**src/rtl/act_lut_rd_if.sv**
```systemverilog
// Lookup, result and config signals of the activation LUT reader.
interface act_lut_rd_if #(
  parameter int unsigned ADDR_WIDTH = 4,
  parameter int unsigned DATA_WIDTH = 8
);
  logic                  cfg_wr_en;
  logic [ADDR_WIDTH:0]   cfg_wr_addr;
  logic [DATA_WIDTH-1:0] cfg_wr_data;
  logic                  cfg_commit;
  logic                  cfg_err;
  logic                  in_vld;
  logic                  in_rdy;
  logic [ADDR_WIDTH-1:0] act_lut_addr;
  logic                  max_value_en;
  logic                  min_value_en;
  logic                  out_vld;
  logic                  out_rdy;
  logic [DATA_WIDTH-1:0] act_dat;
  logic                  bank_sel;

  modport master (
    output cfg_wr_en, cfg_wr_addr, cfg_wr_data, cfg_commit,
    output in_vld, act_lut_addr, max_value_en, min_value_en, out_rdy,
    input  cfg_err, in_rdy, out_vld, act_dat, bank_sel
  );

  modport slave (
    input  cfg_wr_en, cfg_wr_addr, cfg_wr_data, cfg_commit,
    input  in_vld, act_lut_addr, max_value_en, min_value_en, out_rdy,
    output cfg_err, in_rdy, out_vld, act_dat, bank_sel
  );
endinterface

```
**src/rtl/act_lut_rd.sv**
```systemverilog
// Activation LUT reader: double-buffered LUT plus saturation registers,
// read through a 2-stage stallable pipeline.
module act_lut_rd #(
  parameter int unsigned ADDR_WIDTH = 4,
  parameter int unsigned DATA_WIDTH = 8,
  parameter int unsigned LUT_DEPTH  = 2 ** ADDR_WIDTH
) (
  input logic         i_clk,
  input logic         i_rst_n,
  act_lut_rd_if.slave bus
);
  localparam int unsigned         MaxIdx  = LUT_DEPTH;
  localparam int unsigned         MinIdx  = LUT_DEPTH + 1;
  localparam logic [ADDR_WIDTH:0] MaxAddr = MaxIdx[ADDR_WIDTH:0];
  localparam logic [ADDR_WIDTH:0] MinAddr = MinIdx[ADDR_WIDTH:0];
  localparam logic [DATA_WIDTH-1:0] MaxRst = {1'b0, {(DATA_WIDTH-1){1'b1}}};
  localparam logic [DATA_WIDTH-1:0] MinRst = {1'b1, {(DATA_WIDTH-1){1'b0}}};

  logic [DATA_WIDTH-1:0] lut_q [2][LUT_DEPTH];
  logic [DATA_WIDTH-1:0] max_q [2];
  logic [DATA_WIDTH-1:0] min_q [2];
  logic                  bank_sel_q;
  logic                  cfg_err_q;
  logic                  shadow;
  logic                  wr_lut, wr_max, wr_min, wr_bad;

  logic                  advance;
  logic                  s1_vld_q, s1_max_q, s1_min_q, s1_tag_q;
  logic [ADDR_WIDTH-1:0] s1_addr_q;
  logic [DATA_WIDTH-1:0] result;
  logic                  out_vld_q;
  logic [DATA_WIDTH-1:0] act_dat_q;

  assign shadow = ~bank_sel_q;

  // Decode the config address into LUT / max / min / illegal targets.
  always_comb begin
    wr_lut = bus.cfg_wr_en && (bus.cfg_wr_addr < MaxAddr);
    wr_max = bus.cfg_wr_en && (bus.cfg_wr_addr == MaxAddr);
    wr_min = bus.cfg_wr_en && (bus.cfg_wr_addr == MinAddr);
    wr_bad = bus.cfg_wr_en && (bus.cfg_wr_addr > MinAddr);
  end

  // Config storage: writes always hit the shadow bank; commit swaps banks.
  always_ff @(posedge i_clk or negedge i_rst_n) begin
    if (!i_rst_n) begin
      for (int b = 0; b < 2; b++) begin
        for (int i = 0; i < int'(LUT_DEPTH); i++) lut_q[b][i] <= '0;
        max_q[b] <= MaxRst;
        min_q[b] <= MinRst;
      end
      bank_sel_q <= 1'b0;
      cfg_err_q  <= 1'b0;
    end else begin
      if (wr_lut) lut_q[shadow][bus.cfg_wr_addr[ADDR_WIDTH-1:0]] <= bus.cfg_wr_data;
      if (wr_max) max_q[shadow] <= bus.cfg_wr_data;
      if (wr_min) min_q[shadow] <= bus.cfg_wr_data;
      if (wr_bad) cfg_err_q <= 1'b1;
      if (bus.cfg_commit) bank_sel_q <= ~bank_sel_q;
    end
  end

  // One advance enable for both stages; a stall freezes the whole pipe.
  assign advance    = ~out_vld_q | bus.out_rdy;
  assign bus.in_rdy = advance;

  // S1: capture the request and tag it with the bank active at acceptance.
  always_ff @(posedge i_clk or negedge i_rst_n) begin
    if (!i_rst_n) begin
      s1_vld_q  <= 1'b0;
      s1_addr_q <= '0;
      s1_max_q  <= 1'b0;
      s1_min_q  <= 1'b0;
      s1_tag_q  <= 1'b0;
    end else if (advance) begin
      s1_vld_q  <= bus.in_vld;
      s1_addr_q <= bus.act_lut_addr;
      s1_max_q  <= bus.max_value_en;
      s1_min_q  <= bus.min_value_en;
      s1_tag_q  <= bank_sel_q;
    end
  end

  // Result select: max beats min beats LUT.
  always_comb begin
    result = lut_q[s1_tag_q][s1_addr_q];
    if (s1_max_q)      result = max_q[s1_tag_q];
    else if (s1_min_q) result = min_q[s1_tag_q];
  end

  // S2: output register.
  always_ff @(posedge i_clk or negedge i_rst_n) begin
    if (!i_rst_n) begin
      out_vld_q <= 1'b0;
      act_dat_q <= '0;
    end else if (advance) begin
      out_vld_q <= s1_vld_q;
      act_dat_q <= result;
    end
  end

  assign bus.out_vld  = out_vld_q;
  assign bus.act_dat  = act_dat_q;
  assign bus.bank_sel = bank_sel_q;
  assign bus.cfg_err  = cfg_err_q;
endmodule

```
**src/flat_wrapper.sv**
```systemverilog
// flat-port wrapper written by rule: the top's interface ports become plain ports
module act_lut_rd_flat 
#(
  parameter int unsigned ADDR_WIDTH = 4,
  parameter int unsigned DATA_WIDTH = 8,
  parameter int unsigned LUT_DEPTH  = 2 ** ADDR_WIDTH
)
  (i_clk, i_rst_n, bus_cfg_wr_en, bus_cfg_wr_addr, bus_cfg_wr_data, bus_cfg_commit, bus_in_vld, bus_act_lut_addr, bus_max_value_en, bus_min_value_en, bus_out_rdy, bus_cfg_err, bus_in_rdy, bus_out_vld, bus_act_dat, bus_bank_sel);
  act_lut_rd_if #(.ADDR_WIDTH(ADDR_WIDTH), .DATA_WIDTH(DATA_WIDTH)) bus_i ();
  input logic i_clk;
  input logic i_rst_n;
  input wire logic [$bits(bus_i.cfg_wr_en)-1:0] bus_cfg_wr_en;
  input wire logic [$bits(bus_i.cfg_wr_addr)-1:0] bus_cfg_wr_addr;
  input wire logic [$bits(bus_i.cfg_wr_data)-1:0] bus_cfg_wr_data;
  input wire logic [$bits(bus_i.cfg_commit)-1:0] bus_cfg_commit;
  input wire logic [$bits(bus_i.in_vld)-1:0] bus_in_vld;
  input wire logic [$bits(bus_i.act_lut_addr)-1:0] bus_act_lut_addr;
  input wire logic [$bits(bus_i.max_value_en)-1:0] bus_max_value_en;
  input wire logic [$bits(bus_i.min_value_en)-1:0] bus_min_value_en;
  input wire logic [$bits(bus_i.out_rdy)-1:0] bus_out_rdy;
  output wire logic [$bits(bus_i.cfg_err)-1:0] bus_cfg_err;
  output wire logic [$bits(bus_i.in_rdy)-1:0] bus_in_rdy;
  output wire logic [$bits(bus_i.out_vld)-1:0] bus_out_vld;
  output wire logic [$bits(bus_i.act_dat)-1:0] bus_act_dat;
  output wire logic [$bits(bus_i.bank_sel)-1:0] bus_bank_sel;
  assign bus_i.cfg_wr_en = bus_cfg_wr_en;
  assign bus_i.cfg_wr_addr = bus_cfg_wr_addr;
  assign bus_i.cfg_wr_data = bus_cfg_wr_data;
  assign bus_i.cfg_commit = bus_cfg_commit;
  assign bus_i.in_vld = bus_in_vld;
  assign bus_i.act_lut_addr = bus_act_lut_addr;
  assign bus_i.max_value_en = bus_max_value_en;
  assign bus_i.min_value_en = bus_min_value_en;
  assign bus_i.out_rdy = bus_out_rdy;
  assign bus_cfg_err = bus_i.cfg_err;
  assign bus_in_rdy = bus_i.in_rdy;
  assign bus_out_vld = bus_i.out_vld;
  assign bus_act_dat = bus_i.act_dat;
  assign bus_bank_sel = bus_i.bank_sel;
  act_lut_rd #(.ADDR_WIDTH(ADDR_WIDTH), .DATA_WIDTH(DATA_WIDTH), .LUT_DEPTH(LUT_DEPTH)) u_core (.i_clk(i_clk), .i_rst_n(i_rst_n), .bus(bus_i));
endmodule
```
**config.mk**
```make
export PLATFORM = sky130hd
export DESIGN_NAME = act_lut_rd_flat
export DESIGN_NICKNAME = d
export VERILOG_FILES = /design/src/rtl/act_lut_rd_if.sv /design/src/rtl/act_lut_rd.sv /design/src/flat_wrapper.sv
export SDC_FILE = /design/constraint.sdc
export NUM_CORES = 1
export LEC_CHECK = 0
export BUFFER_PORTS_ARGS = -buffer_cell sky130_fd_sc_hd__buf_2
export CORE_UTILIZATION = 47
export DETAILED_ROUTE_END_ITERATION = 16
export PLACE_DENSITY = 0.67
export SLEW_MARGIN = 30
export SYNTH_ARGS = -nofsm -noshare
export SYNTH_HDL_FRONTEND = slang
export SYNTH_SLANG_ARGS = --single-unit
```
**constraint.sdc**
```tcl
create_clock -name i_clk -period 4.8 [get_ports i_clk]
set_input_delay 0.96 -clock i_clk [delete_from_list [all_inputs] [get_ports i_clk]]
set_output_delay 0.96 -clock i_clk [all_outputs]
set_load 0.05 [all_outputs]
```
==> results.yml, run 1 <==
job:
  cap_viol_max_count: 0
final_layout:
  nNetsFinal: 1065
  filler_cell_count: 2470
  multi_input_area_sq_um: 6205
  drive_above_1_share_pct: 43.34
  area_growth_syn_to_layout_pct: 11.60
  register_area_sq_um: 7707
  stdcell_count: 1458
placement:
  dp_cells: 1393
  port_buffers: 36
  hpwl_um: 21280
  gp_congestion: 0.8211
sta:
  slew_violations: 0
  tightest_slew_ns: 0.8669
  setup_tns_ns: 0
  max_slew_margin_pct: 42.21
  setup_viol: 0
  period_needed_ns: 2.850
  fin_crit_sh_pct: 59.37
  clock-skew-final_ns: 0.01132
  hold_violations: 0
  rsz0062_at_grt: "false"
  max_freq_mhz: 350.9
grt:
  grt_pass1_wl_um: 53390
  grt_max_degree: 120
  grt_usage_pct: 22.76
  grt_antenna_before_repair: 2
  grt_pass1_vias: 8844
  grt_remaining_overflow: 0
detailed_routing:
  dr_total_vias: 8428
  routed_wl_um: 33580
  viasPerCell: 5.781
  drt_iter0_drc: 565
  routedWlPerCell_um: 23.03
  drtPass1Iterations: 7
  ant_nets: 0
  drc: 0
yosys:
  ys_seq_area_share_pct: 54.20
  syn-cell-area_sq_um: 14210
  synth_flop_cell: "dfrtp_1"
  synth_edf_count: 0
  avgSynthCellArea_sq_um: 13.84
  synth_warnings: 0
  synthCells: 1027
  synth-seq-cells: 307
  synthesis.nets: 1052
  synth.distinct_cells: 40
  synthArstFlopShare_pct: 100.0
power:
  swShare_pct: 29.24
  ir_worst_vdd_mv: 0.2030
  seq_power_share_pct: 45.2
  clock_power_share_pct: 31.1
  p_per_area_nw_per_um2: 523.1
  switchingPower_mw: 2.426
  internal_power_mw: 5.870
  p_comb_share_pct: 23.7
  p_leak_nw: 7.367
clocking:
  cts_setup_buffers: 0
  cts_hold_buffers: 0
  clk_path_buf_depth: 3
  root_buffer: "clkbuf_16"
  cts_resized: 0
  cts_tree: "done"
  insertion_delay_ns: 0.51
  cts_inserted_buffers: 34
  path_clk_slew_ns: 0.06
  clock_sinks: 307
  h-tree-depth: 2
worst_setup_path:
  startpoint_type: "input pin"
  cp_data_required_time_ns: 5.19
  path_class: "in2reg"
  rrSetupSlack_ns: 2.13
  r2r-start: "u_core.s1_addr_q[0]"
  crit_path_max_fanout: 8
  crit_path_end_kind: "register"
  critPathLaunch: "bus_cfg_wr_en"
  crit_arrival_ns: 3.24
die:
  dieArea_sq_um: 30940
  rows: 63
  io-pin-count: 37
  core_sq_um: 29720
  dieWidth_um: 175.9
  die_h_um: 175.9
  start_util_pct: 47.82
outcome:
  status: "finished, final reports clean"
hold_path:
  min-delay-path-class: "in2async"
-- flip-flops by register name, summed over array words and instances (netlist names) --
signal	cells
u_core.bus.cfg_err	1
u_core.s1_max_q	1
u_core.bus.act_dat	8
u_core.s1_tag_q	1
u_core.bus.out_vld	1
u_core.s1_min_q	1
u_core.lut_q	256
u_core.max_q	16
u_core.bus.bank_sel	1
u_core.s1_addr_q	4
u_core.s1_vld_q	1
u_core.min_q	16
-- critical path: stages --
cell and delay (ns):
buf_2 0.10, nor2b_1 0.55, nor4bb_1 0.78, nand3_1 0.46, mux2_2 0.39
-- through the flow --
stage	setup slack, ns	utilization [%]	instance area (sq um)	hold WS, ns	total power, mW
final	1.950	53.37	15860	0.3282	8.296
after detailed placement	1.547	49.51	14710	0.4597	5.754
after CTS	2.066	53.25	15830	0.4792	8.354
after floorplan	1.864	-	14210	0.4305	5.139
after global routing	1.891	53.35	15850	0.3411	8.707
after global placement	1.486	49.51	14710	0.4458	5.679
-- area by class of cell --
type	count	share of cell area (%)
diodes	2	0.03156
clock buffers	56	6.667
clock inverters	6	0.3471
inverters	1	0.02367
multi-input cells	648	39.12
flip-flops and latches	307	48.60
well taps	390	3.077
repair buffers	48	2.130
-- logic make-up (layout without fill, tap and decap cells) --
family | count (synthesis) | count (layout) | synth area share [%]
mux | 419 | 419 | 33.92
simple gates | 144 | 144 | 5.564
compound gates | 84 | 84 | 4.085
buf+inv | 72 | 111 | 2.166
flops | 307 | 307 | 54.20
xor+xnor | 1 | 1 | 0.06164
other cells | 0 | 2 | 0
-- path summary, 6_finish.rpt --
| kind | depth (start not counted) | to |
|---|---|---|
| setup / recovery | 5 | u_core.lut_q[35] |
| hold / removal | 1 | u_core.lut_q[117] |
| setup reg to reg | 5 | u_core.bus.act_dat[7] |
| hold reg to reg | 1 | u_core.bus.cfg_err |
| max in group asynchronous | 2 | u_core.s1_addr_q[0] |
| min in group i_clk | 1 | u_core.bus.cfg_err |
-- power by group through the flow --
| stage | Clock (mW) | Sequential [mW] | Combinational [mW] |
|---|---|---|---|
| finish | 2.58 | 3.75 | 1.97 |
| global route | 2.73 | 3.84 | 2.13 |
| CTS | 2.63 | 3.74 | 1.98 |
| detailed placement | 0 | 3.78 | 1.97 |
| global placement | 0 | 3.75 | 1.93 |
| floorplan | 0 | 3.67 | 1.47 |
-- cell usage after synthesis, types with 2 or more instances --
cell,number,area (sq um)
nand4b_1,2,17.52
buf_2,21,105.1
and2_1,10,62.56
a41oi_1,8,70.07
nand3_1,26,130.1
a22oi_1,20,150.1
nor2_1,13,48.80
nand2_1,44,165.2
a21oi_1,16,80.08
and3_1,3,18.77
a22o_1,10,87.58
clkbuf_1,42,157.7
a221oi_1,6,52.55
o31ai_1,4,30.03
buf_1,5,18.77
mux2i_1,98,980.9
a311oi_1,2,17.52
nor3_2,4,40.04
dfstp_2,16,420.4
nand2b_1,6,37.54
nand4_1,3,18.77
nor2_4,3,33.78
nor2b_1,9,56.30
o21ai_0,17,85.08
buf_4,3,22.52
nor2_2,12,75.07
nor3_4,2,32.53
dfrtp_1,291,7282
mux2_2,301,3390
mux4_2,20,450.4
-- routing by layer --
layer	up-vias	part of all wire, %	GRT usage [%]
met3	62	5.6	5.065
met2	208	46	35.34
met1	4383	46	31.51
met4	0	3.0	7.681
li1	3775	-	-
met5	-	0	0
-- layout by cell type (no fill, tap or decap), types with 8 or more instances in the layout --
cell type	count
mux2i_1	98
nor2_1	13
nand3_1	26
nor2_2	12
mux4_2	20
a41oi_1	8
a22oi_1	20
dfstp_2	16
buf_4	8
and2_1	9
dfrtp_1	289
a22o_1	10
clkbuf_16	37
mux2_2	301
buf_2	35
o21ai_0	17
clkbuf_1	13
a21oi_1	16
nor2b_1	8
nand2_1	44
(Power assumes the default switching activity.)
==> run 2: changes to the inputs <==
--- a/config.mk
+++ b/config.mk
@@ -8,7 +8,7 @@
 export BUFFER_PORTS_ARGS = -buffer_cell sky130_fd_sc_hd__buf_2
 export CORE_UTILIZATION = 47
 export DETAILED_ROUTE_END_ITERATION = 16
-export PLACE_DENSITY = 0.67
+export PLACE_DENSITY = 0.69
 export SLEW_MARGIN = 30
 export SYNTH_ARGS = -nofsm -noshare
 export SYNTH_HDL_FRONTEND = slang
==> constraint.sdc (replaced) <==
create_clock -name i_clk -period 2.6 [get_ports i_clk]
set_input_delay 0.52 -clock i_clk [delete_from_list [all_inputs] [get_ports i_clk]]
set_output_delay 0.52 -clock i_clk [all_outputs]
set_load 0.05 [all_outputs]
==> results.yml, run 2 (synthesis results as in run 1) <==
grt:
  grt_max_degree: 71
  grt_remaining_overflow: 0
  grt_pass1_vias: 8953
  grt_pass1_wl_um: 53540
  grt_antenna_before_repair: 4
  grt_usage_pct: 22.89
die:
  die_h_um: 175.9
  core_sq_um: 29720
  start_util_pct: 47.82
  dieArea_sq_um: 30940
  dieWidth_um: 175.9
  io-pin-count: 37
  rows: 63
detailed_routing:
  drt_iter0_drc: 579
  ant_nets: 0
  dr_total_vias: 8738
  drtPass1Iterations: 5
  routed_wl_um: 33640
  viasPerCell: 5.794
  routedWlPerCell_um: 22.31
  drc: 0
worst_setup_path:
  reg2regPathDepth: 5
  path_common_cell: "buf_4"
  path_class: "reg2reg"
  cp_slowest_cell: "nor4bb_1"
  startpoint_type: "register"
  crit_chain: "buf_4 > nor4bb_1 > buf_4 > nand2_1 > mux2_2"
  crit_path_max_fanout: 9
  critPathMaxStageDelay_ns: 0.56
  cp_data_required_time_ns: 2.98
  crit_arrival_ns: 2.67
  crit_path_end_kind: "register"
clocking:
  clock_sinks: 307
  h-tree-depth: 2
  cts_setup_buffers: 0
  cts_inserted_buffers: 35
  path_clk_slew_ns: 0.06
  clk_path_buf_depth: 3
  cts_resized: 0
  root_buffer: "clkbuf_16"
  cts_hold_buffers: 1
  insertion_delay_ns: 0.51
  cts_tree: "done"
sta:
  tightest_slew_ns: 0.8689
  max_slew_margin_pct: 42.07
  rsz0062_at_grt: "false"
  fin_crit_sh_pct: 88.03
  period_needed_ns: 2.289
  hold_violations: 0
  slew_violations: 0
  setup_tns_ns: 0
  clock-skew-final_ns: 0.01184
  setup_viol: 0
  max_freq_mhz: 436.9
final_layout:
  top_regs: "u_core.lut_q x256, u_core.max_q x16, u_core.min_q x16"
  drive_above_1_share_pct: 46.01
  layout_common_cells: "mux2_2 (301), dfrtp_1 (289), mux2i_1 (98), buf_4 (51), nand2_1 (44)"
  area_growth_syn_to_layout_pct: 14.92
  nNetsFinal: 1114
  largest_reg_flops: 256
  largest_register: "u_core.lut_q"
  layout_commonest_cell: "mux2_2"
  filler_cell_count: 2419
job:
  cap_viol_max_count: 0
power:
  ir_worst_vdd_mv: 0.4398
  p_per_area_nw_per_um2: 956.0
  power.total_mw: 15.61
  p_leak_nw: 7.653
placement:
  gp_congestion: 0.8544
  port_buffers: 36
  hpwl_um: 22350
outcome:
  status: "finished, final reports clean"
hold_path:
  min_path_cells: 2
  min-delay-path-class: "in2reg"
[run 2: final cells by class]
type | count | area, sq um | share of cell area, %
Inverter | 1 | 3.754 | 0.02298
Tap cell | 390 | 488.0 | 2.988
Multi-Input combinational cell | 648 | 6203 | 37.98
Antenna cell | 3 | 7.507 | 0.04597
Clock buffer | 58 | 1125 | 6.887
Clock inverter | 5 | 53.80 | 0.3294
Timing Repair Buffer | 96 | 743.2 | 4.551
Sequential cell | 307 | 7707 | 47.19
[run 2: metal layers]
layer	global-route usage, %	up-vias	routed length [um]
li1	-	3880	-
met1	32.25	4574	14970
met2	36.78	245	16210
met3	4.307	39	1949
met4	5.072	0	519
met5	0	-	0
[run 2: worst paths after layout]
check / endpoint / startpoint / slack, ns
setup / recovery: u_core.lut_q[40] / u_core.bus.bank_sel / 0.31
hold / removal: u_core.bus.bank_sel / bus_cfg_commit / 0.19
setup reg to reg: u_core.lut_q[40] / u_core.bus.bank_sel / 0.31
hold reg to reg: u_core.bus.out_vld / u_core.s1_vld_q / 0.47
max in group asynchronous: u_core.lut_q[195] / i_rst_n / 1.18
min in group asynchronous: u_core.lut_q[242] / i_rst_n / 0.59
[run 2: per-stage QoR]
step	setup slack (ns)	hold slack (ns)	cell area (sq um)	std cells	utilization, %
after floorplan	0.4629	0.2244	14210	1027	-
after global placement	0.2666	0.4423	15140	1441	50.93
after detailed placement	0.1659	0.4600	15140	1441	50.93
after CTS	0.3799	0.1694	16320	1505	54.93
after global routing	0.2295	0.1925	16320	1505	54.93
final	0.3112	0.1874	16330	1508	54.96
[run 2: power by group]
part           leakage (nW)  total, mW  internal (mW)  switching, mW
clock                 0.583       4.94           3.05           1.89
combinational          3.07       3.86           1.96           1.89
sequential             4.00       6.82           6.10          0.727
total                  7.65       15.6           11.1           4.51
[run 2: worst max-delay path: cells and delay by family (launching register included)]
family	cells	cell delay (ns)
buffers and inverters	2	0.47
flip-flops	1	0.50
AND/OR/NAND/NOR	2	0.82
multiplexers	1	0.38
